$ cat src/rtl/addsub_seq_ctrl_if.sv
// Command handshake and external add/sub datapath signals for addsub_seq_ctrl.
// The master side is the command issuer together with the datapath; the slave side is the controller.
interface addsub_seq_ctrl_if #(
    parameter int WIDTH = 4
);
    logic             start;
    logic [1:0]       op;
    logic [WIDTH-1:0] a_in;
    logic [WIDTH-1:0] b_in;
    logic             use_acc;
    logic             busy;
    logic             done;
    logic [WIDTH-1:0] result;
    logic             carry;
    logic             ov;
    logic [WIDTH-1:0] dp_a;
    logic [WIDTH-1:0] dp_b;
    logic             dp_s;
    logic [WIDTH-1:0] dp_total;
    logic             dp_carry;
    logic             dp_ov;

    modport master (
        output start, op, a_in, b_in, use_acc, dp_total, dp_carry, dp_ov,
        input  busy, done, result, carry, ov, dp_a, dp_b, dp_s
    );

    modport slave (
        input  start, op, a_in, b_in, use_acc, dp_total, dp_carry, dp_ov,
        output busy, done, result, carry, ov, dp_a, dp_b, dp_s
    );
endinterface

$ cat src/rtl/addsub_seq_ctrl.sv
// Sequencing controller for the shared add/subtract datapath: single-cycle add/sub,
// accumulate, clear, and multiply by repeated addition through the same datapath.
module addsub_seq_ctrl #(
    parameter int WIDTH = 4
) (
    input  logic               clk,
    input  logic               rst,
    addsub_seq_ctrl_if.slave   bus
);
    typedef enum logic [1:0] {
        S_IDLE = 2'd0,
        S_EXEC = 2'd1,
        S_MUL  = 2'd2,
        S_DONE = 2'd3
    } state_t;

    localparam logic [1:0] OP_ADD = 2'b00;
    localparam logic [1:0] OP_SUB = 2'b01;
    localparam logic [1:0] OP_MUL = 2'b10;
    localparam logic [1:0] OP_CLR = 2'b11;

    state_t           r_state;
    logic [1:0]       r_op;
    logic [WIDTH-1:0] r_opA;
    logic [WIDTH-1:0] r_opB;
    logic [WIDTH-1:0] r_count;
    logic [WIDTH-1:0] r_acc;
    logic             r_sticky;
    logic [WIDTH-1:0] r_result;
    logic             r_carry;
    logic             r_ov;

    state_t           w_stateNext;
    logic [1:0]       w_opNext;
    logic [WIDTH-1:0] w_opANext;
    logic [WIDTH-1:0] w_opBNext;
    logic [WIDTH-1:0] w_countNext;
    logic [WIDTH-1:0] w_accNext;
    logic             w_stickyNext;
    logic [WIDTH-1:0] w_resultNext;
    logic             w_carryNext;
    logic             w_ovNext;
    logic [WIDTH-1:0] w_dpA;
    logic [WIDTH-1:0] w_dpB;
    logic             w_dpS;

    always_ff @(posedge clk) begin
        if (rst) begin
            r_state  <= S_IDLE;
            r_op     <= '0;
            r_opA    <= '0;
            r_opB    <= '0;
            r_count  <= '0;
            r_acc    <= '0;
            r_sticky <= 1'b0;
            r_result <= '0;
            r_carry  <= 1'b0;
            r_ov     <= 1'b0;
        end else begin
            r_state  <= w_stateNext;
            r_op     <= w_opNext;
            r_opA    <= w_opANext;
            r_opB    <= w_opBNext;
            r_count  <= w_countNext;
            r_acc    <= w_accNext;
            r_sticky <= w_stickyNext;
            r_result <= w_resultNext;
            r_carry  <= w_carryNext;
            r_ov     <= w_ovNext;
        end
    end

    always_comb begin
        w_stateNext  = r_state;
        w_opNext     = r_op;
        w_opANext    = r_opA;
        w_opBNext    = r_opB;
        w_countNext  = r_count;
        w_accNext    = r_acc;
        w_stickyNext = r_sticky;
        w_resultNext = r_result;
        w_carryNext  = r_carry;
        w_ovNext     = r_ov;
        w_dpA        = '0;
        w_dpB        = '0;
        w_dpS        = 1'b0;

        case (r_state)
            S_IDLE: begin
                if (bus.start) begin
                    w_opNext  = bus.op;
                    w_opANext = bus.use_acc ? r_result : bus.a_in;
                    w_opBNext = bus.b_in;
                    case (bus.op)
                        OP_ADD, OP_SUB: w_stateNext = S_EXEC;
                        OP_MUL: begin
                            w_accNext    = '0;
                            w_countNext  = bus.b_in;
                            w_stickyNext = 1'b0;
                            w_stateNext  = S_MUL;
                        end
                        OP_CLR: begin
                            w_resultNext = '0;
                            w_carryNext  = 1'b0;
                            w_ovNext     = 1'b0;
                            w_stateNext  = S_DONE;
                        end
                        default: w_stateNext = S_IDLE;
                    endcase
                end
            end
            S_EXEC: begin
                w_dpA        = r_opA;
                w_dpB        = r_opB;
                w_dpS        = r_op[0];
                w_resultNext = bus.dp_total;
                w_carryNext  = bus.dp_carry;
                w_ovNext     = bus.dp_ov;
                w_stateNext  = S_DONE;
            end
            S_MUL: begin
                // Multiplicand is re-added to the accumulator once per remaining count.
                w_dpA = r_acc;
                w_dpB = r_opA;
                if (r_count != '0) begin
                    w_accNext    = bus.dp_total;
                    w_stickyNext = r_sticky | bus.dp_carry;
                    w_countNext  = r_count - 1'b1;
                end else begin
                    w_resultNext = r_acc;
                    w_carryNext  = r_sticky;
                    w_ovNext     = 1'b0;
                    w_stateNext  = S_DONE;
                end
            end
            S_DONE: w_stateNext = S_IDLE;
            default: w_stateNext = S_IDLE;
        endcase
    end

    assign bus.busy   = (r_state != S_IDLE);
    assign bus.done   = (r_state == S_DONE);
    assign bus.result = r_result;
    assign bus.carry  = r_carry;
    assign bus.ov     = r_ov;
    assign bus.dp_a   = w_dpA;
    assign bus.dp_b   = w_dpB;
    assign bus.dp_s   = w_dpS;
endmodule
$ cat src/flat_wrapper.sv
// flat-port wrapper written by rule: the top's interface ports become plain ports
module addsub_seq_ctrl_flat 
#(
    parameter int WIDTH = 4
)
  (clk, rst, bus_start, bus_op, bus_a_in, bus_b_in, bus_use_acc, bus_dp_total, bus_dp_carry, bus_dp_ov, bus_busy, bus_done, bus_result, bus_carry, bus_ov, bus_dp_a, bus_dp_b, bus_dp_s);
  addsub_seq_ctrl_if #(.WIDTH(WIDTH)) bus_i ();
  input  logic clk;
  input  logic rst;
  input wire logic [$bits(bus_i.start)-1:0] bus_start;
  input wire logic [$bits(bus_i.op)-1:0] bus_op;
  input wire logic [$bits(bus_i.a_in)-1:0] bus_a_in;
  input wire logic [$bits(bus_i.b_in)-1:0] bus_b_in;
  input wire logic [$bits(bus_i.use_acc)-1:0] bus_use_acc;
  input wire logic [$bits(bus_i.dp_total)-1:0] bus_dp_total;
  input wire logic [$bits(bus_i.dp_carry)-1:0] bus_dp_carry;
  input wire logic [$bits(bus_i.dp_ov)-1:0] bus_dp_ov;
  output wire logic [$bits(bus_i.busy)-1:0] bus_busy;
  output wire logic [$bits(bus_i.done)-1:0] bus_done;
  output wire logic [$bits(bus_i.result)-1:0] bus_result;
  output wire logic [$bits(bus_i.carry)-1:0] bus_carry;
  output wire logic [$bits(bus_i.ov)-1:0] bus_ov;
  output wire logic [$bits(bus_i.dp_a)-1:0] bus_dp_a;
  output wire logic [$bits(bus_i.dp_b)-1:0] bus_dp_b;
  output wire logic [$bits(bus_i.dp_s)-1:0] bus_dp_s;
  assign bus_i.start = bus_start;
  assign bus_i.op = bus_op;
  assign bus_i.a_in = bus_a_in;
  assign bus_i.b_in = bus_b_in;
  assign bus_i.use_acc = bus_use_acc;
  assign bus_i.dp_total = bus_dp_total;
  assign bus_i.dp_carry = bus_dp_carry;
  assign bus_i.dp_ov = bus_dp_ov;
  assign bus_busy = bus_i.busy;
  assign bus_done = bus_i.done;
  assign bus_result = bus_i.result;
  assign bus_carry = bus_i.carry;
  assign bus_ov = bus_i.ov;
  assign bus_dp_a = bus_i.dp_a;
  assign bus_dp_b = bus_i.dp_b;
  assign bus_dp_s = bus_i.dp_s;
  addsub_seq_ctrl #(.WIDTH(WIDTH)) u_core (.clk(clk), .rst(rst), .bus(bus_i));
endmodule
$ cat config.mk
export PLATFORM = sky130hd
export DESIGN_NAME = addsub_seq_ctrl_flat
export DESIGN_NICKNAME = d
export VERILOG_FILES = /design/src/rtl/addsub_seq_ctrl_if.sv /design/src/rtl/addsub_seq_ctrl.sv /design/src/flat_wrapper.sv
export SDC_FILE = /design/constraint.sdc
export NUM_CORES = 1
export LEC_CHECK = 0
export CAP_MARGIN = 20
export CORE_MARGIN = 4
export CORE_UTILIZATION = 45
export DETAILED_ROUTE_END_ITERATION = 10
export PLACE_DENSITY = 0.82
export REMOVE_ABC_BUFFERS = 1
export SYNTH_ARGS = -nofsm -noshare
export SYNTH_HDL_FRONTEND = slang
export SYNTH_SLANG_ARGS = --single-unit
$ cat constraint.sdc
create_clock -name clk -period 2.6 [get_ports clk]
set_clock_uncertainty 0.15 [all_clocks]
set_input_delay 0.39 -clock clk [delete_from_list [all_inputs] [get_ports clk]]
set_output_delay 0.39 -clock clk [all_outputs]
set_load 0.02 [all_outputs]
Word level (Yosys, flattened, before mapping)
Cells that the tools add are included.
{"block": "word_totals", "word_cells": 64, "out_inout_bits": 17, "regBits": 26}
{"block": "classes", "n_bitwise": 1, "n_eq_ne": 11, "addsub": 1, "muxes": 30, "reduce_logical": 11}
{"cell": "4-bit two-way mux", "n": 10}
{"cell": "4-bit case mux with 2 select lines", "n": 4}
{"cell": "4-bit case mux with 3 select lines", "n": 1}
{"cell": "2-bit == test (second input constant)", "n": 4}
{"cell": "1-bit two-way mux", "n": 8}
{"cell": "2-bit != test (second input constant)", "n": 4}
{"cell": "2-bit case mux with 4 select lines", "n": 1}
{"cell": "4-bit AND reduction", "n": 2}
{"cell": "1-bit case mux with 3 select lines", "n": 2}
{"cell": "2-bit case mux with 3 select lines", "n": 1}
{"cell": "2-bit by 1-bit == test with 1-bit output (second input constant)", "n": 2}
{"cell": "2-bit logical NOT", "n": 2}
{"cell": "2-bit two-way mux", "n": 2}
{"cell": "2-bit AND reduction", "n": 2}
{"cell": "2-bit nonzero test", "n": 2}
{"cell": "4-bit nonzero test", "n": 1}
{"cell": "4-bit by 1-bit subtractor with 4-bit output (second input constant)", "n": 1}
{"cell": "3-bit nonzero test", "n": 1}
{"cell": "2-bit by 1-bit != test with 1-bit output (second input constant)", "n": 1}
{"cell": "1-bit case mux with 2 select lines", "n": 1}
{"cell": "2-bit OR reduction", "n": 1}
{"cell": "1-bit bitwise OR", "n": 1}

Depth between registers and ports, before layout
Gate-level depths: netlist (run 1).
{"block": "logic_depth", "ltp_word": 5, "ltp_mapped": 8}

Worst setup path after synthesis (run 1)
OpenSTA, ideal clock, no wires.
{"block": "synth_path", "kind": "reg-to-output", "from": "reg u_core.r_state[0]", "to": "out bus_dp_a[0]", "stages_incl_launch_ff": 7, "t_arrival_ns": 1.684, "path_buffers": 2, "slack_ns": 0.376, "cell_sequence": "dfxtp_1 inv_1 ha_1 clkbuf_1 clkbuf_1 a22oi_1 nor2b_1"}
{"block": "synth_between", "elab_chain_len": 2}
{"item": "from (decl)", "line": "addsub_seq_ctrl.sv:22", "rtl": "state_t r_state;"}
{"item": "from (signal assigned)", "line": "addsub_seq_ctrl.sv:60", "rtl": "r_state <= w_stateNext;"}
{"item": "2-bit == test / 2-bit by 1-bit == test with 1-bit output (equally long branches)", "line": "addsub_seq_ctrl.sv:88", "rtl": "case (r_state)"}
{"item": "4-bit case mux with 2 select lines *", "line": "addsub_seq_ctrl.sv:88"}
{"item": "to (decl)", "line": "flat_wrapper.sv:23", "rtl": "output wire logic [$bits(bus_i.dp_a)-1:0] bus_dp_a;"}
Mark *: on every way between the ends. The rest lies on a longest branch, timed or not.

Final worst setup path (run 1)
{"block": "layout_path", "from": "reg u_core.r_state[1]", "to": "out bus_dp_s"}
{"block": "layout_between", "elab_chain_len": 2}
{"item": "2-bit by 1-bit == test with 1-bit output", "line": "addsub_seq_ctrl.sv:88"}
{"item": "1-bit two-way mux", "line": "addsub_seq_ctrl.sv:88"}
{"item": "to (decl)", "line": "flat_wrapper.sv:25", "rtl": "output wire logic [$bits(bus_i.dp_s)-1:0] bus_dp_s;"}
Every way passes these cells.

==> results.cfg, run 1 <==
[finish]
final_nets = 236
antenna_cells = 0
areaGrowthSynthToFinish_pct = 35.3
final_cell_area_mm2 = 0.00195
final_common_cell = clkdlybuf4s50_1
layout_common_cells = clkdlybuf4s50_1, dfxtp_1, a21oi_1
drive_gt1_frac = 0.0957

[pwr]
p_clk_frac = 0.146
seqPwrFrac = 0.284
ir_drop_mv = 0.682
leakage_nw = 0.778
switching_share = 0.420
power_density_mw_per_mm2 = 1010
switchingPower_mw = 0.825
power_frac_comb = 0.571
internal_power_mw = 1.14

[setup_path]
path_max_fanout = 12
crit_path_end_kind = output pin
cp_data_arrival_time_ns = 1.90
start_kind = flop
worstPathRequired_ns = 2.06
crit_type = flop to output pin

[yosys]
yosysWarningCount = 0
netlist_area_mm2 = 0.00144
synth_edf_count = 0
synthFlopType = dfxtp_1
async_flop_share = 0
synth_cells = 174
ys_seq_elements = 26
synth_seq_area_share = 0.360
synthDistinctLibCells = 33
synth_area_per_cell_um2 = 8.30

[die]
io_pins = 37
die-area_mm2 = 0.00418
start_util = 0.473
die_y_um = 64.6
placementRows = 20
die_x_um = 64.6
coreArea_mm2 = 0.00305

[job]
maxCapViolations = 0

[grt]
antenna_found_initial = 0
grt_pass1_vias = 1399
track_usage = 0.192
grt_max_degree = 16
grt-ovfl-total = 0
grt_pass1_wl_um = 6430

[timing]
max_slew.worst_pin.slew_ns = 0.626
period_share = 0.940
rsz0062_at_grt = false
period_needed_ns = 2.44
max_freq_mhz = 409
finalHoldViolCount = 0
drv_slew = 0
max_slew_margin = 0.583
fin_setup_tns_ns = 0
setup_viol = 0

[worst_hold_path]
hold_path.class = flop to flop

[clock_network]
worstSkewPairLatency_ns = 0.34
cts_buffer_depth = 2
cts_sinks = 26
h-tree-depth = 1
clkTransAtPathRegs_ns = 0.15
cts_buffers = 3
cts_setup_buffers = 0
cts_root_buffer = clkbuf_4
cts_tree = done
cts_hold_buf = 0

[outcome]
status = complete, no violations

[placed_design]
io_buffers = 36
post_dp_cell_area_mm2 = 0.00185
dp_hpwl_um = 2830
place_congestion = 0.834

[route]
drt-initial-drc-count = 70
via_per_inst = 5.76
ant_nets = 0
dr_total_vias = 1457
drc = 0
dr.pass1.iters = 4
wl_um = 3910
wl_per_cell_um = 15.4
==> routing by layer <==
metal | global-route usage | vias to the layer above | wire length [um]
met1 | 0.235 | 700 | 1660
met2 | 0.343 | 53 | 1990
li1 | - | 697 | -
met3 | 0.0208 | 7 | 199
met5 | 0 | - | 0
met4 | 0.0739 | 0 | 61
==> critical path, cell delays in order (launching register included) <==
cell and delay [ns]:
dfxtp_2 0.38, inv_1 0.16, ha_4 0.25, and2_1 0.17, clkdlybuf4s50_1 0.61
==> kinds of logic (layout without fill, tap and decap cells) <==
logic type | count (synthesis) | in the layout | synth area share
AOI/OAI and AO/OA | 56 | 56 | 0.265
adders and majority gates | 6 | 6 | 0.0520
buffers and inverters | 17 | 52 | 0.0494
DFF | 26 | 26 | 0.360
muxes | 7 | 7 | 0.0494
and+or+nand+nor | 62 | 62 | 0.224
==> cell usage after synthesis (all sizes together) (5+ instances only) <==
library cell   n  area share
mux2i          6       0.042
a21oi         21       0.073
ha             6       0.052
a22oi          8       0.042
clkbuf         9       0.023
nor2b         10       0.043
o21ai          7       0.024
nand2b         8       0.035
nand3         10       0.035
inv            7       0.018
nand2         17       0.044
nor2           9       0.023
a22o           5       0.030
dfxtp         26        0.36
a211oi         5       0.026
==> cell type report <==
cell class / instances / area (um^2)
multi-input cells: 131 / 890
clock buffers: 3 / 22.5
inverters: 7 / 26.3
fillers: 269 / 1100
flip-flops and latches: 26 / 523
well taps: 44 / 55.1
repair buffers: 41 / 407
clock inverters: 1 / 30.0
==> path summary, 6_finish.rpt <==
| kind | from | to | slack [ns] | cells past startpoint |
|---|---|---|---|---|
| hold / removal | u_core.r_opB[3] | u_core.r_opB[3] | 0.32 | 2 |
| hold reg to reg | u_core.r_opB[3] | u_core.r_opB[3] | 0.32 | 2 |
| setup reg to reg | u_core.r_count[0] | u_core.bus.result[2] | 0.29 | 6 |
| setup / recovery | u_core.r_state[1] | bus_dp_s | 0.16 | 4 |
==> per-stage QoR <==
| stage | instances | total power, mW | utilization | hold slack [ns] | setup WS, ns |
|---|---|---|---|---|---|
| 4_1_cts | 253 | 1.95 | 0.636 | 0.323 | 0.0291 |
| 6_report | 253 | 1.96 | 0.640 | 0.322 | 0.155 |
| 3_5_place_dp | 249 | 1.59 | 0.607 | 0.302 | 0.242 |
| 2_1_floorplan | 164 | 1.25 | - | 0.276 | 0.450 |
| 5_1_grt | 253 | 2.08 | 0.640 | 0.344 | 0.0503 |
| 3_3_place_gp | 249 | 1.54 | 0.607 | 0.289 | 0.282 |
==> flip-flops by register name (all words and copies together) (netlist names) <==
register and flops:
u_core.r_opB 4, u_core.r_state 2, u_core.r_sticky 1, u_core.bus.carry 1
u_core.bus.ov 1, u_core.r_op 1, u_core.r_acc 4, u_core.r_count 4
u_core.r_opA 4, u_core.bus.result 4
==> power groups by stage <==
| stage | Clock [mW] | Combinational (mW) | Sequential, mW |
|---|---|---|---|
| final | 0.286 | 1.12 | 0.557 |
| after global placement | 0 | 0.996 | 0.547 |
| after floorplan | 0 | 0.709 | 0.543 |
| after detailed placement | 0 | 1.03 | 0.555 |
| after global routing | 0.307 | 1.21 | 0.570 |
| after CTS | 0.287 | 1.11 | 0.555 |
==> what timing repair did <==
action                     4_1_cts  5_1_grt
resized for setup               11        5
setup endpoints to repair        9        5
hold endpoints to repair         0        0
Note: power is estimated with default switching activity, not from simulation.
==> inputs of run 2 (changes only) <==
--- a/config.mk
+++ b/config.mk
@@ -5,7 +5,8 @@
 export SDC_FILE = /design/constraint.sdc
 export NUM_CORES = 1
 export LEC_CHECK = 0
-export CAP_MARGIN = 20
+export ABC_CLOCK_PERIOD_IN_PS = 2700
+export CAP_MARGIN = 10
 export CORE_MARGIN = 4
 export CORE_UTILIZATION = 45
 export DETAILED_ROUTE_END_ITERATION = 10
==> constraint.sdc (replaced) <==
create_clock -name clk -period 2.7 [get_ports clk]
set_clock_uncertainty 0.15 [all_clocks]
set_input_delay 0.405 -clock clk [delete_from_list [all_inputs] [get_ports clk]]
set_output_delay 0.405 -clock clk [all_outputs]
set_load 0.02 [all_outputs]
==> run 2 against run 1 <==
  * Combinational power decreased by 5%
  * Total power decreased by 4.4%
  * Clock power decreased by 4%
  * First-iteration DRC count increased by 19%
  * Routed wire length decreased by 3.1%
  * Via count decreased by 1.0%
  * Core utilization decreased by 0.41 points
  * Register-to-register slack improved by 0.11 ns
==> results.cfg, run 2 (same netlist as run 1, synthesis figures left out) <==
[finish]
multi_input_area_um2 = 890
final_core_util = 0.636
nFillCells = 273
final_common_cell = clkdlybuf4s50_1
layout_common_cells = clkdlybuf4s50_1, dfxtp_1, a21oi_1
final_nets = 235
drive_gt1_frac = 0.0865
regArea_um2 = 522
areaGrowthSynthToFinish_pct = 34.4
antenna_cells = 0

[timing]
max_slew.worst_pin.slew_ns = 0.637
period_needed_ns = 2.64
finalHoldViolCount = 0
drv_slew = 0
fin_setup_tns_ns = 0
setup_viol = 0
max_freq_mhz = 378
max_slew_margin = 0.575
period_share = 0.979

[route]
via_per_inst = 5.72
ant_nets = 0
wl_um = 3790
drc = 0
wl_per_cell_um = 15.0
dr_total_vias = 1442
dr.pass1.iters = 4
drt-initial-drc-count = 83

[die]
coreArea_mm2 = 0.00305
die_y_um = 64.6
placementRows = 20
start_util = 0.473
die_x_um = 64.6
io_pins = 37
die-area_mm2 = 0.00418

[outcome]
status = complete, no violations

[pwr]
leakage_nw = 0.703
power_density_mw_per_mm2 = 967
ir_drop_mv = 0.773

[setup_path]
start_kind = flop
cp_data_arrival_time_ns = 2.09
path_max_fanout = 15
worstPathRequired_ns = 2.14
crit_type = flop to output pin
crit_path_end_kind = output pin

[job]
maxCapViolations = 0

[grt]
grt_max_degree = 18
grt-ovfl-total = 0
antenna_found_initial = 0
grt_pass1_wl_um = 6080
track_usage = 0.183
grt_pass1_vias = 1346

[placed_design]
place_congestion = 0.828
io_buffers = 36
dp_hpwl_um = 2810

[clock_network]
cts_buffer_depth = 2
cts_setup_buffers = 0
worstSkewPairLatency_ns = 0.33
h-tree-depth = 1
cts_tree = done
cts_hold_buf = 0
cts_sinks = 26
cts_root_buffer = clkbuf_4
clkTransAtPathRegs_ns = 0.15
cts_buffers = 3

[worst_hold_path]
hold_path.class = flop to flop
==> run 2: changes by cell type in the layout (fill, tap and decap cells not counted) <==
cell / delta
buf_4: -1
dfxtp_2: -1
dlymetal6s2s_1: -3
dfxtp_1: +1
clkdlybuf4s50_1: +6
dlygate4sd2_1: -3
==> run 2: per-stage QoR <==
stage | cell area, um^2 | std cells | total power, mW | hold WS, ns | worst slack (ns)
floorplan | 1400 | 164 | 1.21 | 0.276 | 0.535
global placement | 1840 | 248 | 1.48 | 0.289 | 0.297
detailed placement | 1840 | 248 | 1.51 | 0.300 | 0.230
CTS | 1900 | 252 | 1.80 | 0.319 | 0.0242
global route | 1940 | 252 | 2.00 | 0.348 | -0.0151
finish | 1940 | 252 | 1.88 | 0.321 | 0.0558
==> run 2: critical path: stages, from the launching register on <==
cell	delay, ns
dfxtp_1	0.45
inv_1	0.16
ha_4	0.38
nor2b_1	0.15
clkdlybuf4s50_1	0.61
==> run 2: repair_timing <==
action | CTS | global route
setup endpoints to repair | 8 | 8
endpoints found under the hold margin | 0 | 0
gates resized for setup | 3 | 6
==> run 2: final timing paths <==
check                                       start                   end  slack [ns]  depth (start not counted)
worst max register to register  u_core.r_count[0]  u_core.bus.result[2]        0.40                          6
worst min register to register    u_core.r_opB[3]       u_core.r_opB[3]        0.32                          2
worst min-delay path              u_core.r_opB[3]       u_core.r_opB[3]        0.32                          2
worst max-delay path            u_core.r_state[1]           bus_dp_a[1]        0.06                          4
==> run 2: final cells by class <==
class / instances / area share
Clock inverter: 1 / 0.0155
Timing Repair Buffer: 40 / 0.204
Multi-Input combinational cell: 131 / 0.458
Sequential cell: 26 / 0.269
Tap cell: 44 / 0.0284
Inverter: 7 / 0.0135
Clock buffer: 3 / 0.0116
==> run 2: routing by layer <==
layer,wire length (um),GRT usage,up-vias
met5,0,0,-
met4,53,0.0792,0
met3,235,0.0260,6
met2,1870,0.320,56
met1,1630,0.223,685
li1,-,-,695
==> run 2: power by group <==
group          internal, mW  leakage [nW]  switching (mW)
registers             0.463         0.212          0.0743
logic                 0.477         0.463           0.588
clock network         0.150        0.0279           0.125
total                  1.09         0.703           0.787
